--- src/rtl/ttt_pkg.sv ---
// Shared encodings for the tic-tac-toe turn controller: FSM states, cell and
// winner codes, and the eight winning cell triples.
package ttt_pkg;

  typedef enum logic [3:0] {
    S_IDLE    = 4'd0,
    S_WAIT    = 4'd1,
    S_CHECK   = 4'd2,
    S_PLACE   = 4'd3,
    S_EVAL    = 4'd4,
    S_SWAP    = 4'd5,
    S_WIN     = 4'd6,
    S_DRAW    = 4'd7,
    S_TIMEOUT = 4'd8
  } state_t;

  localparam logic [1:0] CELL_EMPTY = 2'b00;
  localparam logic [1:0] CELL_X     = 2'b01;
  localparam logic [1:0] CELL_O     = 2'b10;

  localparam logic [1:0] WIN_NONE = 2'b00;
  localparam logic [1:0] WIN_X    = 2'b01;
  localparam logic [1:0] WIN_O    = 2'b10;
  localparam logic [1:0] WIN_DRAW = 2'b11;

  localparam int NUM_CELLS = 9;
  localparam int NUM_LINES = 8;

  localparam int WIN_LINES [NUM_LINES][3] = '{
    '{0, 1, 2}, '{3, 4, 5}, '{6, 7, 8},
    '{0, 3, 6}, '{1, 4, 7}, '{2, 5, 8},
    '{0, 4, 8}, '{2, 4, 6}
  };

  function automatic logic [1:0] mover_code(input logic turn);
    return turn ? CELL_O : CELL_X;
  endfunction

endpackage

--- src/rtl/ttt_line_check.sv ---
// Combinational win detector: flags when any of the eight lines is fully
// owned by the given player code.
module ttt_line_check
  import ttt_pkg::*;
(
  input  logic [17:0] board,
  input  logic [1:0]  player,
  output logic        win
);

  logic [NUM_LINES-1:0] hit;

  for (genvar l = 0; l < NUM_LINES; l++) begin : g_line
    assign hit[l] = (board[2*WIN_LINES[l][0] +: 2] == player) &&
                    (board[2*WIN_LINES[l][1] +: 2] == player) &&
                    (board[2*WIN_LINES[l][2] +: 2] == player);
  end

  assign win = |hit;

endmodule

--- src/rtl/ttt_turn_controller.sv ---
// Tic-tac-toe game sequencer: click arbitration, board, turn timer and FSM.
// Define AUTO_PASS_EN to pass the turn on timer expiry instead of forfeiting.
module ttt_turn_controller
  import ttt_pkg::*;
#(
  parameter int TICK_DIV     = 50_000_000,
  parameter int TURN_SECONDS = 30
) (
  input  logic        clock,
  input  logic        reset,
  input  logic        start,
  input  logic        click_valid,
  input  logic [3:0]  click_cell,
  output logic        click_ready,
  output logic        illegal,
  output logic [3:0]  state,
  output logic [7:0]  Timer,
  output logic [17:0] board,
  output logic        turn,
  output logic [1:0]  winner,
  output logic [3:0]  move_count
);

  localparam int              PW      = (TICK_DIV > 1) ? $clog2(TICK_DIV) : 1;
  localparam logic [PW-1:0]   PRE_MAX = PW'(TICK_DIV - 1);
  localparam logic [7:0]      RELOAD  = 8'(TURN_SECONDS);

  state_t        st, st_nx;
  logic [3:0]    cell_q;
  logic [PW-1:0] presc;
  logic [1:0]    mover, cur;
  logic          hs, cell_ok, line_win, expire, restart, tick;

  assign mover   = mover_code(turn);
  assign hs      = click_valid && (st == S_WAIT);
  assign expire  = (st == S_WAIT) && (Timer == 8'd0) && !hs;
  assign restart = start && ((st == S_IDLE) || (st == S_WIN) ||
                             (st == S_DRAW) || (st == S_TIMEOUT));
  assign tick    = ((st == S_WAIT) || (st == S_CHECK)) && (presc == PRE_MAX);

  always_comb begin
    cur = CELL_EMPTY;
    for (int k = 0; k < NUM_CELLS; k++)
      if (cell_q == 4'(k)) cur = board[2*k +: 2];
  end
  assign cell_ok = (cell_q <= 4'd8) && (cur == CELL_EMPTY);

  ttt_line_check u_line (
    .board  (board),
    .player (mover),
    .win    (line_win)
  );

  always_comb begin
    st_nx = st;
    case (st)
      S_IDLE, S_WIN, S_DRAW, S_TIMEOUT: if (start) st_nx = S_WAIT;
      S_WAIT: begin
        if (hs) st_nx = S_CHECK;
`ifdef AUTO_PASS_EN
        else if (expire) st_nx = S_SWAP;
`else
        else if (expire) st_nx = S_TIMEOUT;
`endif
      end
      S_CHECK: st_nx = cell_ok ? S_PLACE : S_WAIT;
      S_PLACE: st_nx = S_EVAL;
      S_EVAL: begin
        if (line_win)                st_nx = S_WIN;
        else if (move_count == 4'd9) st_nx = S_DRAW;
        else                         st_nx = S_SWAP;
      end
      S_SWAP:  st_nx = S_WAIT;
      default: st_nx = S_IDLE;
    endcase
  end

  always_ff @(posedge clock or negedge reset) begin
    if (!reset) begin
      st         <= S_IDLE;
      cell_q     <= '0;
      presc      <= '0;
      Timer      <= RELOAD;
      board      <= '0;
      turn       <= 1'b0;
      winner     <= WIN_NONE;
      move_count <= '0;
    end else begin
      st <= st_nx;
      if (hs) cell_q <= click_cell;

      // Prescaler and timer only advance while a player is deciding.
      if (restart || st == S_SWAP)              presc <= '0;
      else if (st == S_WAIT || st == S_CHECK)   presc <= (presc == PRE_MAX) ? '0 : presc + PW'(1);

      if (restart || st == S_SWAP)              Timer <= RELOAD;
      else if (tick && Timer != 8'd0)           Timer <= Timer - 8'd1;

      if (restart) begin
        board      <= '0;
        turn       <= 1'b0;
        winner     <= WIN_NONE;
        move_count <= '0;
      end else begin
        case (st)
          S_PLACE: begin
            for (int k = 0; k < NUM_CELLS; k++)
              if (cell_q == 4'(k)) board[2*k +: 2] <= mover;
            move_count <= move_count + 4'd1;
          end
          S_EVAL: begin
            if (line_win)                winner <= mover;
            else if (move_count == 4'd9) winner <= WIN_DRAW;
          end
          S_SWAP: turn <= ~turn;
`ifndef AUTO_PASS_EN
          S_WAIT: if (expire) winner <= turn ? WIN_X : WIN_O;
`endif
          default: ;
        endcase
      end
    end
  end

  assign state       = st;
  assign click_ready = (st == S_WAIT);
  assign illegal     = (st == S_CHECK) && !cell_ok;

endmodule

--- config.mk ---
export PLATFORM = sky130hd
export DESIGN_NAME = ttt_turn_controller
export DESIGN_NICKNAME = d
export VERILOG_FILES = /design/src/rtl/ttt_pkg.sv /design/src/rtl/ttt_line_check.sv /design/src/rtl/ttt_turn_controller.sv
export SDC_FILE = /design/constraint.sdc
export NUM_CORES = 1
export LEC_CHECK = 0
export CELL_PAD_IN_SITES_DETAIL_PLACEMENT = 1
export CELL_PAD_IN_SITES_GLOBAL_PLACEMENT = 1
export CORE_MARGIN = 5
export CORE_UTILIZATION = 39
export DETAILED_ROUTE_END_ITERATION = 16
export PLACE_DENSITY = 0.83
export SYNTH_ARGS = -nofsm -noshare
export SYNTH_HDL_FRONTEND = slang
export SYNTH_SLANG_ARGS = --single-unit
--- constraint.sdc ---
create_clock -name clock -period 2.4 [get_ports clock]
set_clock_uncertainty 0.05 [all_clocks]
set_input_delay 0.6 -clock clock [delete_from_list [all_inputs] [get_ports clock]]
set_output_delay 0.6 -clock clock [all_outputs]
set_load 0.005 [all_outputs]
Yosys cells after proc, flatten, opt, wreduce, memory -nomap -nowiden
Index checks and enable logic that the tools add are counted.

word-level totals
  input port bits = 8
  register bits after elaboration = 67
  output and inout port bits = 39
  logic and storage cells = 158

cells by class
  mux-type cells = 43
  add/sub/neg operators = 3
  reduce and logical (&&, ||, !) cells = 63
  equal/unequal tests = 31
  order comparisons = 1
  bitwise gates (word level) = 1

operators by type and width
  cell                     count
  $mux W26                 3
  $mux W2                  27
  $mux W18                 2
  $eq A4 B3 Y1 const B     8
  $add A26 B1 Y26 const B  1
  $eq A26 B26 Y1 const B   1
  $reduce_bool A2 Y1       13
  $logic_and A1 B1 Y1      24
  $pmux W4 S6              1
  $mux W4                  5
  $reduce_and A2 Y1        10
  $eq A2 B2 Y1             9
  $eq A4 B2 Y1 const B     4
  $mux W8                  2
  $eq A4 B4 Y1 const B     3
  $eq A4 B1 Y1 const B     2
  $logic_not A4 Y1         2
  $logic_not A8 Y1         1
  $reduce_bool A8 Y1       1
  $reduce_or A8 Y1         1
  $sub A8 B1 Y8 const B    1
  $ne A3 B1 Y1 const B     2
  $logic_or A1 B1 Y1       5
  $add A4 B1 Y4 const B    1
  other kinds (11)         13

Depth between registers and ports, before layout
Gate-level depths: netlist of the first run.

  depth in word-level cells = 14
  gate-level depth with buffers = 10
  depth with buffers taken out = 8

Cells and area by module
From an unflattened synthesis of the first run, not the netlist that was laid out.

second synthesis, totals
  cell total of the unflattened synthesis = 480
  area total of the unflattened synthesis = 4251.6 µm²

by module, submodules not included
  module               seq. area each (µm²)  area each (µm²)  instances  cells each
  ttt_turn_controller  1681.6                3872.5           1          427
  ttt_line_check       0.0                   379.1            1          53

Worst setup path before layout of the first run
Ideal clock, no wire load.

  kind = reg-to-reg
  start = register st[0], in the netlist state[0]
  end = register presc[11]
  clock period less this slack = 2.400 ns
  setup time = 0.121 ns
  arrival = 2.229 ns
  path slack = 0.000 ns
  cell stages (with the launch flop) = 9
  path buffers = 3
  required time = 2.229 ns
  cells stage by stage = dfrtp_1 -> buf_6 -> or4b_4 -> nor2b_4 -> nor4_4 -> nand2b_1 -> buf_2 -> buf_2 -> nor2_1

on the way
  longest elaborated chain between the ends = 7
  elaborated cells on any way between the ends = 15
  those cells by class = eq/ne (6); mux (1); reduce/logical (8)

RTL lines
  what                                                     line                       source
  start: declaration                                       ttt_turn_controller.sv:28  state_t st, st_nx;
  start signal: assignment                                 ttt_turn_controller.sv:89  st <= st_nx;
  $eq A4 B3 Y1 / $logic_not A4 Y1 (equally long branches)  ttt_turn_controller.sv:37  assign restart = start && ((st == S_IDLE) || (st == S_WIN) ||
  $logic_or A1 B1 Y1 (2 in a row)                          ttt_turn_controller.sv:37
  $logic_or A1 B1 Y1                                       ttt_turn_controller.sv:38  (st == S_DRAW) || (st == S_TIMEOUT));
  $logic_and A1 B1 Y1                                      ttt_turn_controller.sv:37
  $logic_or A1 B1 Y1                                       ttt_turn_controller.sv:93  if (restart || st == S_SWAP) presc <= '0;
  $mux W26 / $reduce_bool A2 Y1 (equally long branches)    -
  end signal: assignment                                   ttt_turn_controller.sv:94  else if (st == S_WAIT || st == S_CHECK) presc <= (presc == PRE_MAX) ? '0 : presc + PW'(1);
  end: declaration                                         ttt_turn_controller.sv:30  logic [PW-1:0] presc;

Parallel ways exist; a longest one is shown, timed or not.
A chain may end at the register's enable or synchronous reset.

Worst setup path after layout of the first run
  start = register cell_q[1]
  end = output port illegal

on the way
  longest elaborated chain between the ends = 14
  elaborated cells on any way between the ends = 23
  those cells by class = order compare (1); eq/ne (8); mux (9); reduce/logical (5)

RTL lines
  what                      line                        source
  start: declaration        ttt_turn_controller.sv:29   logic [3:0] cell_q;
  start signal: assignment  ttt_turn_controller.sv:90   if (hs) cell_q <= click_cell;
  $logic_not A4 Y1          ttt_turn_controller.sv:44   if (cell_q == 4'(k)) cur = board[2*k +: 2];
  $mux W2 (9 in a row)      ttt_turn_controller.sv:44
  $logic_not A2 Y1          ttt_turn_controller.sv:46   assign cell_ok = (cell_q <= 4'd8) && (cur == CELL_EMPTY);
  $logic_and A1 B1 Y1 *     ttt_turn_controller.sv:46
  $logic_not A1 Y1 *        ttt_turn_controller.sv:127  assign illegal = (st == S_CHECK) && !cell_ok;
  $logic_and A1 B1 Y1 *     ttt_turn_controller.sv:127
  end: declaration          ttt_turn_controller.sv:15   output logic illegal,

Every way passes the cells marked *; elsewhere a longest branch is shown, timed or not.

==> results of run 1 <==
[path summary, 6_finish.rpt]
path | slack (ns) | start | to
min | 0.21 | reset | move_count[1]$_DFFE_PN0P_
max in group asynchronous | 1.74 | reset | Timer[4]$_DFFE_PN1P_
max | -0.17 | cell_q[1]$_DFFE_PN0P_ | illegal
min in group clock | 0.46 | Timer[6]$_DFFE_PN0P_ | Timer[6]$_DFFE_PN0P_
min reg2reg | 0.46 | Timer[6]$_DFFE_PN0P_ | Timer[6]$_DFFE_PN0P_
max reg2reg | 0.05 | turn$_DFFE_PN0N_ | winner[1]$_DFFE_PN0P_
[cell families (layout without fill, tap and decap cells)]
kind of cell               Yosys count  after routing
and+or+nand+nor                    214            214
AOI/OAI and AO/OA                   88             88
buffers and inverters               31            139
DFF                                 67             67
muxes                               21             21
adders and majority gates            5              5
xor gates and xnor gates            15             15
[cell usage in the layout (no fill, tap or decap), drive strengths merged, types with 4 or more instances in the layout]
cell           synthesis  routed
buf                    6      70
dfrtp                 63      63
nor2                  50      50
nand2                 42      42
clkdlybuf4s50          0      42
a21oi                 29      29
nand3                 22      22
nand2b                17      17
nor3                  16      16
o21ai                 16      16
mux2i                 14      14
nand4                 13      13
clkbuf                15      13
or3                   11      11
xor2                  11      11
o31ai                 11      11
inv                   10      10
or4                    9       9
o22ai                  9       9
mux2                   7       7
nand3b                 6       6
nor2b                  6       6
ha                     5       5
dfstp                  4       4
xnor2                  4       4
and3                   4       4
[layout make-up]
class	instances	area, um^2
fillers	1197	4570
multi-input cells	343	2170
flip-flops and latches	67	1680
repair buffers	114	998
well taps	133	166
clock buffers	13	159
inverters	10	37.5
clock inverters	2	35.0
[state kept, by name, summed over array words and instances (netlist names)]
register    cells
turn            1
winner          2
cell_q          4
state           4
board          18
move_count      4
presc          26
Timer           8
[through the flow]
step / power (W) / area [um^2] / hold slack, ns
6_report: 0.00482 / 5250 / 0.207
5_1_grt: 0.00514 / 5250 / 0.228
4_1_cts: 0.00481 / 5210 / 0.223
3_5_place_dp: 0.00372 / 4970 / 0.448
3_3_place_gp: 0.00361 / 4970 / 0.440
2_1_floorplan: 0.00261 / 3940 / 0.254
[synthesized netlist by cell type, drive strengths merged, types with 4 or more instances]
cell type,count
nand2b,17
and3,4
or4,9
dfstp,4
mux2,7
a21oi,29
or3,11
nand3,22
o22ai,9
clkbuf,15
ha,5
xor2,11
nor2,50
inv,10
nor2b,6
xnor2,4
o31ai,11
o21ai,16
mux2i,14
dfrtp,63
buf,6
nand2,42
nand3b,6
nor3,16
nand4,13
[what timing repair did]
item / CTS / global route
setup endpoints to repair: 12 / 27
gates cloned: 0 / 0
pin swaps: 7 / 9
gates resized for setup: 15 / 7
setup buffers: 2 / 3
[worst max-delay path: stages, from the launching register on]
cell and delay, ns:
dfrtp_1 0.41, o21bai_1 0.17, a221oi_1 0.25, a221oi_1 0.13, o31ai_2 0.28, a22oi_1 0.13
nor2_1 0.10, buf_2 0.12
[power by group]
part           switching, W  internal (W)  total (W)
registers          0.000196       0.00130    0.00150
clock network      0.000433      0.000531   0.000964
logic               0.00121       0.00115    0.00236
[routing by layer]
layer / up-vias / global-route usage / wire length (um) / part of all wire
li1: 1815 / - / - / -
met1: 1939 / 0.252 / 5300 / 0.42
met2: 90 / 0.368 / 6580 / 0.52
met3: 23 / 0.0427 / 426 / 0.034
met4: 0 / 0.0722 / 274 / 0.022
met5: - / 0 / 0 / 0
==> reports/qor.yml, run 1 <==
routabilityCongestion: 0.888
numCtsBuffers: 9
grt_max_degree: 68
detail-route-antenna-nets: 0
root_buffer: "clkbuf_8"
min_period_ns: 2.57
final_cells: 682
tightest_slew_ns: 0.467
clk_pin_slew_ns: 0.07
clk_latency_ns: 0.35
max-vdd-ir-drop_uv: 527
maxCapViolCount: 0
rows: 36
status: "finished, violations left"
fmax_ghz: 0.389
clk_path_buf_depth: 2
synth_area_leaders: "dfrtp_1, nor2_1, nand2_1"
preCtsSetupSlack_ns: -0.367
failed_checks: "setup timing"
initial_core_util: 0.401
antenna_cells: 0
drtIter0Drc: 176
io-pin-count: 47
relSlewSlack: 0.688
grt_pass1_vias: 4234
cp.arrival_ns: 1.92
portBuffers: 46
die_h_um: 110
area_growth_syn_to_layout_pct: 33.3
overflow: 0
nets: 558
synthAdderAreaFrac: 0.0159
wire_per_inst_um: 18.4
cp-end-kind: "output port"
firstDrtPassIters: 4
synthMuxAreaShare: 0.0556
placed_cells: 662
rsz0062_at_grt: "true"
cts_num_sinks: 67
grt_pass1_wl_mm: 21.1
synth_seq_area_share: 0.427
fin_crit_sh: 1.07
hold_class: "primary input to asynchronous set/reset pin"
synth_ff_type: "dfrtp_1"
worst_r2r_path_depth: 7
cp_max_fo: 4
hpwl_mm: 9.00
drive_gt1_frac: 0.206
syn_inst: 441
ys_ff_latch: 67
async_flop_share: 1.00
tritoncts: "built"
setup.worst_path.start_class: "flip-flop"
cts_hold_buffers: 0
ys_types: 58
design.die.area_um2: 12200
synth_top_family_by_area: "simple AND/OR/NAND/NOR gates"
synthSimpleGateAreaFrac: 0.294
setup_ws_ns: -0.172
yosysTopAreaCell: "dfrtp_1"
worstSetupPathType: "flip-flop to output port"
antenna_found_initial: 0
netlist_area_um2: 3940
fp.dieW_um: 110
syn_nets: 454
powerDensity_nw_per_um2: 918
core-area_um2: 9820
synth_area_per_cell_um2: 8.93
final_util: 0.535
synth_compound_area_frac: 0.142
setup_tns_ns: -0.172
cp.required_ns: 1.75
synth_edf_count: 0
gr-usage-all-layers: 0.209
hold_viol: 0
wl_mm: 12.6
power.leakage_nw: 2.25
synth_warnings: 0
vias: 3867
slew_violations: 0
yosys.area.top_type_share: 0.400
drc: 0
via_per_inst: 5.67
synth-xor-area-share: 0.0334
setup_violations: 1
htreeDepth: 3
Power figures use the tool's default switching activity.
==> inputs of run 2 (changes only) <==
CELL_PAD_IN_SITES_DETAIL_PLACEMENT = default   (was 1)
CELL_PAD_IN_SITES_GLOBAL_PLACEMENT = default   (was 1)
CORE_ASPECT_RATIO = 1.4   (was default)
CORE_UTILIZATION = 51   (was 39)
SKIP_CTS_REPAIR_TIMING = 1   (was default)
==> reports/qor.yml, run 2 (same netlist as run 1, synthesis figures left out) <==
cts_num_sinks: 67  # unchanged
clk_pin_slew_ns: 0.07  # about the same
nets: 558  # unchanged
clk_latency_ns: 0.35  # about the same
largest_reg_flops: 26  # unchanged
fmax_ghz: 0.384  # -1.2%
grt_pass1_vias: 3903  # -7.8%
drive_gt1_frac: 0.224  # +0.0178
p_clk_frac: 0.205  # +0.005
pwr-share-comb: 0.491  # +0.002
htreeDepth: 3  # unchanged
hpwl_mm: 7.88  # -12%
initial_core_util: 0.515  # +0.113
wl_mm: 11.3  # -10%
tightest_slew_ns: 0.599  # +0.132 ns
setup.worst_path.start_class: "flip-flop"
min_period_ns: 2.60  # +0.0317 ns
antenna_cells: 0  # unchanged
r2r-end: "winner[1]$_DFFE_PN0P_"
reg_top3: "presc x26, board x18, Timer x8"
drc: 0  # unchanged
tritoncts: "built"
fin_crit_sh: 1.08  # +0.0132
detail-route-antenna-nets: 0  # unchanged
fp.dieW_um: 84.3  # -24%
worstSetupPathType: "flip-flop to output port"
setup_violations: 1  # unchanged
maxCapViolCount: 0  # unchanged
vias: 3905  # +0.98%
wire_per_inst_um: 17.4  # -5.8%
internal-power_w: 0.00303  # +1.7%
antenna_found_initial: 0  # unchanged
drtIter0Drc: 219  # +24%
cp_max_fo: 3  # -1
switching_share: 0.378  # -0.00342
worstSetupEndpoint: "illegal"
firstDrtPassIters: 5  # +1
relSlewSlack: 0.601  # -0.0871
portBuffers: 46  # unchanged
max-vdd-ir-drop_uv: 753  # +43%
routabilityCongestion: 0.946  # +6.5%
p_total_w: 0.00487  # +1.1%
powerDensity_nw_per_um2: 927  # +0.98%
slew_violations: 0  # unchanged
top_register: "presc"
cp-end-kind: "output port"
holdWs_ns: 0.197  # -0.00946 ns
rsz0062_at_grt: "true"
r2r_setup_slack_ns: 0.02  # -0.03 ns
worst_r2r_path_depth: 8  # +1
p_sw_w: 0.00184  # +0.24%
clk_path_buf_depth: 2  # unchanged
hold_class: "primary input to asynchronous set/reset pin"
final_common_cell: "buf_4"
cp.required_ns: 1.75  # about the same
grt_pass1_wl_mm: 17.9  # -15%
cp.arrival_ns: 1.95  # +0.03 ns
core-area_um2: 7650  # -22%
gr-usage-all-layers: 0.232  # +0.0230
rows: 38  # +5.6%
die_h_um: 114  # +3.2%
power.leakage_nw: 2.26  # +0.56%
via_per_inst: 6.01  # +6.0%
hold_viol: 0  # unchanged
setup_ws_ns: -0.204  # -0.0317 ns
overflow: 0  # unchanged
area_growth_syn_to_layout_pct: 33.5
failed_checks: "setup timing"
seq_power_share: 0.304  # -0.006
grt_max_degree: 44  # -35%
status: "finished, violations left"
numCtsBuffers: 9  # unchanged
design.die.area_um2: 9610  # -21%
rr_startpoint: "turn$_DFFE_PN0N_"
critPathLaunch: "cell_q[1]$_DFFE_PN0P_"
root_buffer: "clkbuf_8"
io-pin-count: 47  # unchanged
final_cell_mix: "buf_4, dfrtp_1, nor2_1"
[run 2: cell count changes in the layout (fill, tap and decap cells not counted), sizes merged]
cell / delta
clkinvlp: +1
clkinv: +1
dlygate4sd2: -1
clkbuf: -1
dlymetal6s2s: +1
[run 2: power by group through the flow]
stage | combinational (W) | sequential [W] | clock, W
floorplan | 0.00113 | 0.00148 | 0
global placement | 0.00208 | 0.00147 | 0
detailed placement | 0.00215 | 0.00148 | 0
CTS | 0.00217 | 0.00146 | 0.00102
global route | 0.00256 | 0.00150 | 0.00107
finish | 0.00239 | 0.00148 | 0.000999
[run 2: layout make-up]
| class | instances | area [um^2] |
|---|---|---|
| sequential | 67 | 1690 |
| inverter | 10 | 37.5 |
| clock inverter | 4 | 47.5 |
| fill | 583 | 2400 |
| multi-input combinational | 343 | 2200 |
| tap | 100 | 125 |
| clock buffer | 12 | 165 |
| timing repair buffer | 114 | 995 |
[run 2: worst max-delay path: stages, from the launching register on]
cell      delay [ns]
dfrtp_1         0.41
o21bai_4        0.20
a221oi_4        0.27
a221oi_2        0.09
o31ai_2         0.22
a22oi_1         0.12
nor2_1          0.14
buf_2           0.14
[run 2: routing by layer]
layer | up-vias | wire (um) | track usage | part of all wire
met1 | 1911 | 4250 | 0.255 | 0.38
met5 | - | 0 | 0 | 0
met3 | 36 | 492 | 0.0397 | 0.044
met4 | 0 | 544 | 0.134 | 0.048
met2 | 145 | 6000 | 0.416 | 0.53
li1 | 1813 | - | - | -
[run 2: worst min-delay path by stage]
stage	to	slack [ns]	cells past startpoint
3_3_place_gp	Timer[6]$_DFFE_PN0P_	0.44	1
6_report	presc[13]$_DFFE_PN0P_	0.20	1
2_1_floorplan	Timer[0]$_DFFE_PN0P_	0.25	0
5_1_grt	presc[13]$_DFFE_PN0P_	0.25	1
4_1_cts	presc[15]$_DFFE_PN0P_	0.21	1
3_5_place_dp	Timer[6]$_DFFE_PN0P_	0.46	1
[run 2: stage by stage]
stage | setup slack [ns] | area (um^2) | std cells | TNS [ns] | utilization
CTS | -0.650 | 5120 | 642 | -1.34 | 0.668
global placement | -0.385 | 4900 | 626 | -4.98 | 0.641
finish | -0.204 | 5260 | 650 | -0.204 | 0.687
detailed placement | -0.483 | 4900 | 626 | -6.30 | 0.641
global route | -0.272 | 5260 | 650 | -0.334 | 0.687
floorplan | 0.0177 | 3940 | 441 | 0 | -
